## src/rtl/line_raster_engine_if.sv

```systemverilog
// Command and pixel-stream bundle for line_raster_engine.
// master drives line commands and consumes pixels; slave is the engine.
interface line_raster_engine_if #(
    parameter int COORD_W = 12,
    parameter int COLOR_W = 8
);
    logic                      start;
    logic signed [COORD_W-1:0] x0;
    logic signed [COORD_W-1:0] y0;
    logic signed [COORD_W-1:0] x1;
    logic signed [COORD_W-1:0] y1;
    logic [COLOR_W-1:0]        color;
    logic                      abort;
    logic                      busy;
    logic                      done;
    logic                      pix_valid;
    logic                      pix_ready;
    logic [COORD_W-2:0]        pix_x;
    logic [COORD_W-2:0]        pix_y;
    logic [COLOR_W-1:0]        pix_color;
    logic [COORD_W:0]          pix_count;

    modport master (
        output start, x0, y0, x1, y1, color, abort, pix_ready,
        input  busy, done, pix_valid, pix_x, pix_y, pix_color, pix_count
    );

    modport slave (
        input  start, x0, y0, x1, y1, color, abort, pix_ready,
        output busy, done, pix_valid, pix_x, pix_y, pix_color, pix_count
    );
endinterface

```

## src/rtl/line_raster_engine.sv

```systemverilog
// Bresenham line rasteriser: one signed-endpoint command in, a clipped
// valid/ready stream of pixel coordinates out.
module line_raster_engine #(
    parameter int COORD_W  = 12,
    parameter int SCREEN_W = 640,
    parameter int SCREEN_H = 480,
    parameter int COLOR_W  = 8,
    parameter int CLIP_EN  = 1
) (
    input logic                 clk,
    input logic                 rst,
    line_raster_engine_if.slave bus
);
    localparam int CW    = COORD_W + 2;
    localparam int CNT_W = COORD_W + 1;
    localparam logic signed [CW-1:0] SCR_W = CW'(SCREEN_W);
    localparam logic signed [CW-1:0] SCR_H = CW'(SCREEN_H);

    typedef enum logic [2:0] {StIdle, StLoad, StSetup, StInit, StStep, StDone} state_e;

    state_e state_q, state_d;

    // a = current point (start point before INIT), b = end point
    logic signed [CW-1:0] ax_q, ax_d, ay_q, ay_d;
    logic signed [CW-1:0] bx_q, bx_d, by_q, by_d;
    logic signed [CW-1:0] dx_q, dx_d, dy_q, dy_d;
    logic signed [CW-1:0] err_q, err_d;
    logic                 steep_q, steep_d;
    logic                 ystep_neg_q, ystep_neg_d;
    logic [COLOR_W-1:0]   color_q, color_d;
    logic [CNT_W-1:0]     count_q, count_d;

    logic signed [CW-1:0] adx, ady, err_inc, px, py;
    logic                 visible, handshake, advance;

    always_comb begin
        adx = (bx_q >= ax_q) ? (bx_q - ax_q) : (ax_q - bx_q);
        ady = (by_q >= ay_q) ? (by_q - ay_q) : (ay_q - by_q);
        px  = steep_q ? ay_q : ax_q;
        py  = steep_q ? ax_q : ay_q;
        visible = (CLIP_EN == 0) ||
                  (!px[CW-1] && (px < SCR_W) && !py[CW-1] && (py < SCR_H));
        handshake = (state_q == StStep) && visible && bus.pix_ready;
        // invisible candidates retire without waiting for the consumer
        advance   = (state_q == StStep) && (!visible || bus.pix_ready);
        err_inc   = err_q + dy_q;
    end

    always_comb begin
        state_d     = state_q;
        ax_d        = ax_q;
        ay_d        = ay_q;
        bx_d        = bx_q;
        by_d        = by_q;
        dx_d        = dx_q;
        dy_d        = dy_q;
        err_d       = err_q;
        steep_d     = steep_q;
        ystep_neg_d = ystep_neg_q;
        color_d     = color_q;
        count_d     = count_q;

        unique case (state_q)
            StIdle: begin
                if (bus.start) begin
                    ax_d    = {{2{bus.x0[COORD_W-1]}}, bus.x0};
                    ay_d    = {{2{bus.y0[COORD_W-1]}}, bus.y0};
                    bx_d    = {{2{bus.x1[COORD_W-1]}}, bus.x1};
                    by_d    = {{2{bus.y1[COORD_W-1]}}, bus.y1};
                    color_d = bus.color;
                    count_d = '0;
                    state_d = StLoad;
                end
            end
            StLoad: begin
                steep_d = ady > adx;
                if (ady > adx) begin
                    ax_d = ay_q;
                    ay_d = ax_q;
                    bx_d = by_q;
                    by_d = bx_q;
                end
                state_d = StSetup;
            end
            StSetup: begin
                if (ax_q > bx_q) begin
                    ax_d = bx_q;
                    ay_d = by_q;
                    bx_d = ax_q;
                    by_d = ay_q;
                end
                state_d = StInit;
            end
            StInit: begin
                dx_d        = bx_q - ax_q;
                dy_d        = ady;
                err_d       = -((bx_q - ax_q) >>> 1);
                ystep_neg_d = !(ay_q < by_q);
                state_d     = StStep;
            end
            StStep: begin
                if (advance) begin
                    ax_d = ax_q + CW'(1);
                    if (!err_inc[CW-1] && (err_inc != '0)) begin
                        ay_d  = ystep_neg_q ? (ay_q - CW'(1)) : (ay_q + CW'(1));
                        err_d = err_inc - dx_q;
                    end else begin
                        err_d = err_inc;
                    end
                    if (ax_q == bx_q) begin
                        state_d = StDone;
                    end
                end
            end
            StDone:  state_d = StIdle;
            default: state_d = StIdle;
        endcase

        if (handshake) begin
            count_d = count_q + CNT_W'(1);
        end
        // abort wins over any transition; a same-cycle handshake still counts
        if (bus.abort && (state_q != StIdle)) begin
            state_d = StIdle;
        end
    end

    always_ff @(posedge clk or negedge rst) begin
        if (!rst) begin
            state_q <= StIdle;
        end else begin
            state_q <= state_d;
        end
    end

    always_ff @(posedge clk or negedge rst) begin
        if (!rst) begin
            ax_q        <= '0;
            ay_q        <= '0;
            bx_q        <= '0;
            by_q        <= '0;
            dx_q        <= '0;
            dy_q        <= '0;
            err_q       <= '0;
            steep_q     <= 1'b0;
            ystep_neg_q <= 1'b0;
            color_q     <= '0;
            count_q     <= '0;
        end else begin
            ax_q        <= ax_d;
            ay_q        <= ay_d;
            bx_q        <= bx_d;
            by_q        <= by_d;
            dx_q        <= dx_d;
            dy_q        <= dy_d;
            err_q       <= err_d;
            steep_q     <= steep_d;
            ystep_neg_q <= ystep_neg_d;
            color_q     <= color_d;
            count_q     <= count_d;
        end
    end

    assign bus.busy      = (state_q != StIdle);
    assign bus.done      = (state_q == StDone);
    assign bus.pix_valid = (state_q == StStep) && visible;
    assign bus.pix_x     = px[COORD_W-2:0];
    assign bus.pix_y     = py[COORD_W-2:0];
    assign bus.pix_color = color_q;
    assign bus.pix_count = count_q;
endmodule

```

## src/flat_wrapper.sv

```systemverilog
// flat-port wrapper written by rule: the top's interface ports become plain ports
module line_raster_engine_flat 
#(
    parameter int COORD_W  = 12,
    parameter int SCREEN_W = 640,
    parameter int SCREEN_H = 480,
    parameter int COLOR_W  = 8,
    parameter int CLIP_EN  = 1
)
  (clk, rst, bus_start, bus_x0, bus_y0, bus_x1, bus_y1, bus_color, bus_abort, bus_pix_ready, bus_busy, bus_done, bus_pix_valid, bus_pix_x, bus_pix_y, bus_pix_color, bus_pix_count);
  line_raster_engine_if #(.COORD_W(COORD_W), .COLOR_W(COLOR_W)) bus_i ();
  input logic clk;
  input logic rst;
  input wire logic [$bits(bus_i.start)-1:0] bus_start;
  input wire logic [$bits(bus_i.x0)-1:0] bus_x0;
  input wire logic [$bits(bus_i.y0)-1:0] bus_y0;
  input wire logic [$bits(bus_i.x1)-1:0] bus_x1;
  input wire logic [$bits(bus_i.y1)-1:0] bus_y1;
  input wire logic [$bits(bus_i.color)-1:0] bus_color;
  input wire logic [$bits(bus_i.abort)-1:0] bus_abort;
  input wire logic [$bits(bus_i.pix_ready)-1:0] bus_pix_ready;
  output wire logic [$bits(bus_i.busy)-1:0] bus_busy;
  output wire logic [$bits(bus_i.done)-1:0] bus_done;
  output wire logic [$bits(bus_i.pix_valid)-1:0] bus_pix_valid;
  output wire logic [$bits(bus_i.pix_x)-1:0] bus_pix_x;
  output wire logic [$bits(bus_i.pix_y)-1:0] bus_pix_y;
  output wire logic [$bits(bus_i.pix_color)-1:0] bus_pix_color;
  output wire logic [$bits(bus_i.pix_count)-1:0] bus_pix_count;
  assign bus_i.start = bus_start;
  assign bus_i.x0 = bus_x0;
  assign bus_i.y0 = bus_y0;
  assign bus_i.x1 = bus_x1;
  assign bus_i.y1 = bus_y1;
  assign bus_i.color = bus_color;
  assign bus_i.abort = bus_abort;
  assign bus_i.pix_ready = bus_pix_ready;
  assign bus_busy = bus_i.busy;
  assign bus_done = bus_i.done;
  assign bus_pix_valid = bus_i.pix_valid;
  assign bus_pix_x = bus_i.pix_x;
  assign bus_pix_y = bus_i.pix_y;
  assign bus_pix_color = bus_i.pix_color;
  assign bus_pix_count = bus_i.pix_count;
  line_raster_engine #(.COORD_W(COORD_W), .SCREEN_W(SCREEN_W), .SCREEN_H(SCREEN_H), .COLOR_W(COLOR_W), .CLIP_EN(CLIP_EN)) u_core (.clk(clk), .rst(rst), .bus(bus_i));
endmodule
```

## config.mk

```make
export PLATFORM = sky130hd
export DESIGN_NAME = line_raster_engine_flat
export DESIGN_NICKNAME = d
export VERILOG_FILES = /design/src/rtl/line_raster_engine_if.sv /design/src/rtl/line_raster_engine.sv /design/src/flat_wrapper.sv
export SDC_FILE = /design/constraint.sdc
export NUM_CORES = 1
export LEC_CHECK = 0
export BUFFER_PORTS_ARGS = -buffer_cell sky130_fd_sc_hd__buf_4
export CAP_MARGIN = 40
export CORE_ASPECT_RATIO = 1.5
export CORE_MARGIN = 2
export CORE_UTILIZATION = 62
export DETAILED_ROUTE_END_ITERATION = 12
export PLACE_DENSITY_LB_ADDON = 0.15
export SYNTH_ARGS = -nofsm -noshare
export SYNTH_HDL_FRONTEND = slang
export SYNTH_SLANG_ARGS = --single-unit
```

## constraint.sdc

```tcl
create_clock -name clk -period 8.6 [get_ports clk]
set_input_delay 1.29 -clock clk [delete_from_list [all_inputs] [get_ports clk]]
set_output_delay 1.29 -clock clk [all_outputs]
set_load 0.03 [all_outputs]
```

==> results.env <==
MOST-COMMON-LAYOUT-CELLS='sky130_fd_sc_hd__nand2_1, sky130_fd_sc_hd__buf_4, sky130_fd_sc_hd__a21oi_1, sky130_fd_sc_hd__dfrtp_1, sky130_fd_sc_hd__o21ai_0'
SYNTHESIS.NETS=1663
MAX_BUFFERS_ROOT_TO_SINK=2
GLOBAL_ROUTE_WIRE_LENGTH_BEFORE_REPAIR_MM=61.8
FINALSETUPVIOLATIONS=0
ROUTED_WIRE_LENGTH_PER_INSTANCE_UM=21.6
VIAS=11800
MAXSLEWHEADROOM=0.378
WORST_SETUP_PATH_END_KIND='register'
REMAINING_DRC_ERRORS=0
GR-MAX-USAGE-LAYER='met2'
SETUP.WORST_PATH.CLASS='reg2reg'
POSTSYNTH.ASYNCRESETSHARE=1.00
SYNTH-WARNING-COUNT=0
HPWLAFTERDP_MM=29.3
POST_ROUTE_CELLS_DRIVE_ABOVE_1_SHARE=0.139
SYNTH_ENABLE_FLOP_CELLS=0
FINALMAXSLEWVIOLATIONS=0
FINAL_STD_CELLS_W_O_FILL=1813
FINCLKSKEW_PS=9.87
FLOW.AREA_GROWTH_FROM_SYNTHESIS_PCT=13.2
CTS_NUM_SINKS=124
DIE_X_UM=118
RESULT_OF_THE_RUN='finished clean'
CTS.HOLD.BUFFERS_ADDED=0
CRITICAL_PATH_REQUIRED_TIME_PS=8870
WORST_EP_ARRIVAL_TIME_PS=7260
GRT_MAX_DEGREE=64
SYNTHDOMINANTAREACELLTYPE='sky130_fd_sc_hd__dfrtp_1'
TOP_AREA_CELLS_IN_THE_SYNTHESIZED_NETLIST='sky130_fd_sc_hd__dfrtp_1, sky130_fd_sc_hd__ha_1, sky130_fd_sc_hd__a21oi_1'
GRT_USE_MET3=0.0636
BOUNDARYPINS=107
FINAL_COMMON_CELL='sky130_fd_sc_hd__nand2_1'
GP_ROUTABILITY_CONGESTION=0.988
MAX-CAP-VIOLATIONS=0
GROUTE.LAYER.MET1.USAGE=0.446
DOMINANTREGCELLSYNTH='sky130_fd_sc_hd__dfrtp_1'
CORE_REGION_AREA_UM2=19100
DETAIL_ROUTE.WIRELENGTH_MM=39.2
CTS-ROOT-BUF='sky130_fd_sc_hd__clkbuf_16'
CTS_TREE='done'
YS_SEQ_ELEMENTS=124
FINAL_PERIOD_MINUS_WORST_SETUP_SLACK_PS=6990
MAPPEDNETLISTAREA_UM2=12000
MAXCLOCKFREQUENCY_GHz=0.143
PORT_BUFFERS=106
TOTAL_CLOCK_BUFFERS_CREATED_BY_CTS=17
FIN_CRIT_SH=0.813
POST_CTS.REPAIR.SETUP_BUFFERS=0
GRT_PASS1_VIAS=11700
WORST-PATH-MAX-FANOUT=19
DRT-VIAS-PER-INSTANCE=6.53
PLACED_CELLS_INCL_TAPS=1781
CLK_LATENCY_PS=440
INITIAL_CORE_UTIL=0.631
CP-START-KIND='register'
GRT_UTIL_MET2=0.639
SYNTH.YOSYS.SEQ_AREA_SHARE=0.258
FINAL-HOLD-VIOLATION-COUNT=0
FINAL_NET_COUNT=1723
FLOORPLAN.DIE_AREA_UM2=20600
DETAIL_ROUTE.ITER0.VIOLATIONS=1111
DIE_H_UM=175
CLK_PIN_SLEW_WORST_PATHS_PS=60
DR.PASS1.ITERS=6
RSZ_0062_RAISED_AFTER_GLOBAL_ROUTING='false'
REMAINING_ANTENNA_VIOLATION_COUNT=0
TIGHTESTPINTRANSITION_PS=927
SYNTH.TOP_CELL.AREA_SHARE=0.258
GR-USAGE-ALL-LAYERS=0.383
GRT-OVFL-TOTAL=0
GRT_ANTENNA_BEFORE_REPAIR=1
DISTINCT_CELL_TYPE_COUNT_AFTER_SYNTHESIS=72
CTS_MAX_LEVEL=4
MIN_PATH_TYPE='reg2reg'
WORST_HOLD_SLACK_PS=481
FIN_TNS_SETUP_PS=0
ROWS=62
SYN-INSTANCE-COUNT=1484
SYN_AVG_CELL_AREA_UM2=8.11
POSTCTSRESIZEDCELLS=0
==> sequential cells by signal, indices dropped and copies added (netlist names) <==
signal / cells
u_core.ay_q: 14
u_core.bus.pix_count: 13
u_core.by_q: 14
u_core.steep_q: 1
u_core.bx_q: 14
u_core.dy_q: 14
u_core.dx_q: 14
u_core.err_q: 14
u_core.ax_q: 14
u_core.bus.pix_color: 8
u_core.state_q: 3
u_core.ystep_neg_q: 1
==> final timing paths <==
path,start,end,slack [ps],cells past startpoint
setup / recovery,u_core.ay_q[9],u_core.ax_q[6],1610,21
hold / removal,u_core.dx_q[11],u_core.dx_q[11],480,2
setup reg to reg,u_core.ay_q[9],u_core.ax_q[6],1610,21
hold reg to reg,u_core.dx_q[11],u_core.dx_q[11],480,2
max in group asynchronous,rst,u_core.state_q[2],6620,3
min in group asynchronous,rst,u_core.ay_q[4],900,1
==> cells in the mapped netlist (5+ instances only) <==
cell type	instances
sky130_fd_sc_hd__o22ai_1	6
sky130_fd_sc_hd__a2111oi_0	7
sky130_fd_sc_hd__inv_1	107
sky130_fd_sc_hd__xor2_1	27
sky130_fd_sc_hd__or3_1	12
sky130_fd_sc_hd__mux2_2	35
sky130_fd_sc_hd__nand4_1	16
sky130_fd_sc_hd__clkbuf_1	65
sky130_fd_sc_hd__and2_1	6
sky130_fd_sc_hd__a221oi_1	14
sky130_fd_sc_hd__a211oi_1	10
sky130_fd_sc_hd__o21bai_1	13
sky130_fd_sc_hd__nor3_1	22
sky130_fd_sc_hd__buf_1	7
sky130_fd_sc_hd__buf_2	12
sky130_fd_sc_hd__a22o_1	6
sky130_fd_sc_hd__a31o_2	6
sky130_fd_sc_hd__nand3_1	31
sky130_fd_sc_hd__nand2_1	141
sky130_fd_sc_hd__and3_1	15
sky130_fd_sc_hd__o211ai_1	23
sky130_fd_sc_hd__o21ai_0	116
sky130_fd_sc_hd__nor2_1	100
sky130_fd_sc_hd__a22oi_1	47
sky130_fd_sc_hd__mux2i_1	50
sky130_fd_sc_hd__fa_1	7
sky130_fd_sc_hd__or4_1	5
sky130_fd_sc_hd__a31oi_1	13
sky130_fd_sc_hd__mux2_4	5
sky130_fd_sc_hd__a21o_1	38
sky130_fd_sc_hd__ha_1	111
sky130_fd_sc_hd__a21oi_1	124
sky130_fd_sc_hd__nand2b_1	10
sky130_fd_sc_hd__nor2b_1	9
sky130_fd_sc_hd__xnor2_1	49
sky130_fd_sc_hd__dfrtp_1	124
sky130_fd_sc_hd__o31ai_1	9
sky130_fd_sc_hd__o21a_1	10
==> metal layers <==
metal  vias to the layer above  wire (µm)
met2                       633      18900
met1                      5564      14800
met5                         -          0
met3                       160       2870
met4                         0       2600
li1                       5488          -
==> area by class of cell <==
cell class,instances,area [µm²]
Antenna cell,1,2.50
Sequential cell,124,3100
Tap cell,256,320
Clock inverter,8,140
Fill cell,1564,5460
Timing Repair Buffer,127,981
Clock buffer,23,478
Inverter,107,402
Multi-Input combinational cell,1167,8200
==> stage by stage <==
stage | setup slack [ps] | utilization | area (µm²)
2_1_floorplan | 2600 | - | 12000
3_3_place_gp | 1660 | 0.679 | 13000
3_5_place_dp | 1820 | 0.682 | 13000
4_1_cts | 1790 | 0.714 | 13600
5_1_grt | 1200 | 0.714 | 13600
6_report | 1610 | 0.714 | 13600
==> critical path, stage by stage, from the launching register on <==
cell and delay, ps:
sky130_fd_sc_hd__dfrtp_1 500, sky130_fd_sc_hd__ha_1 500, sky130_fd_sc_hd__nand4_1 270, sky130_fd_sc_hd__or4_1 560, sky130_fd_sc_hd__a31oi_1 280, sky130_fd_sc_hd__or3_1 440, sky130_fd_sc_hd__buf_8 230, sky130_fd_sc_hd__mux2i_1 220
sky130_fd_sc_hd__o21ai_0 140, sky130_fd_sc_hd__a2111oi_0 710, sky130_fd_sc_hd__o21ai_0 240, sky130_fd_sc_hd__xor2_1 180, sky130_fd_sc_hd__ha_1 320, sky130_fd_sc_hd__nand4_1 130, sky130_fd_sc_hd__nor2_1 200, sky130_fd_sc_hd__o21ai_0 110
sky130_fd_sc_hd__a21oi_1 160, sky130_fd_sc_hd__o2111ai_1 190, sky130_fd_sc_hd__o311ai_2 120, sky130_fd_sc_hd__buf_4 320, sky130_fd_sc_hd__and2_0 760, sky130_fd_sc_hd__a22oi_1 200
==> cells by family after synthesis <==
kind of cell    synth area share
flops                      0.258
buf+inv                   0.0634
fa+ha+maj                  0.127
compound gates             0.266
mux                       0.0806
xor+xnor                  0.0553
simple gates               0.150
Power is left out: the tool's default activity adds up to more than one toggle a clock period on the data nets, which glitch-free logic cannot reach.
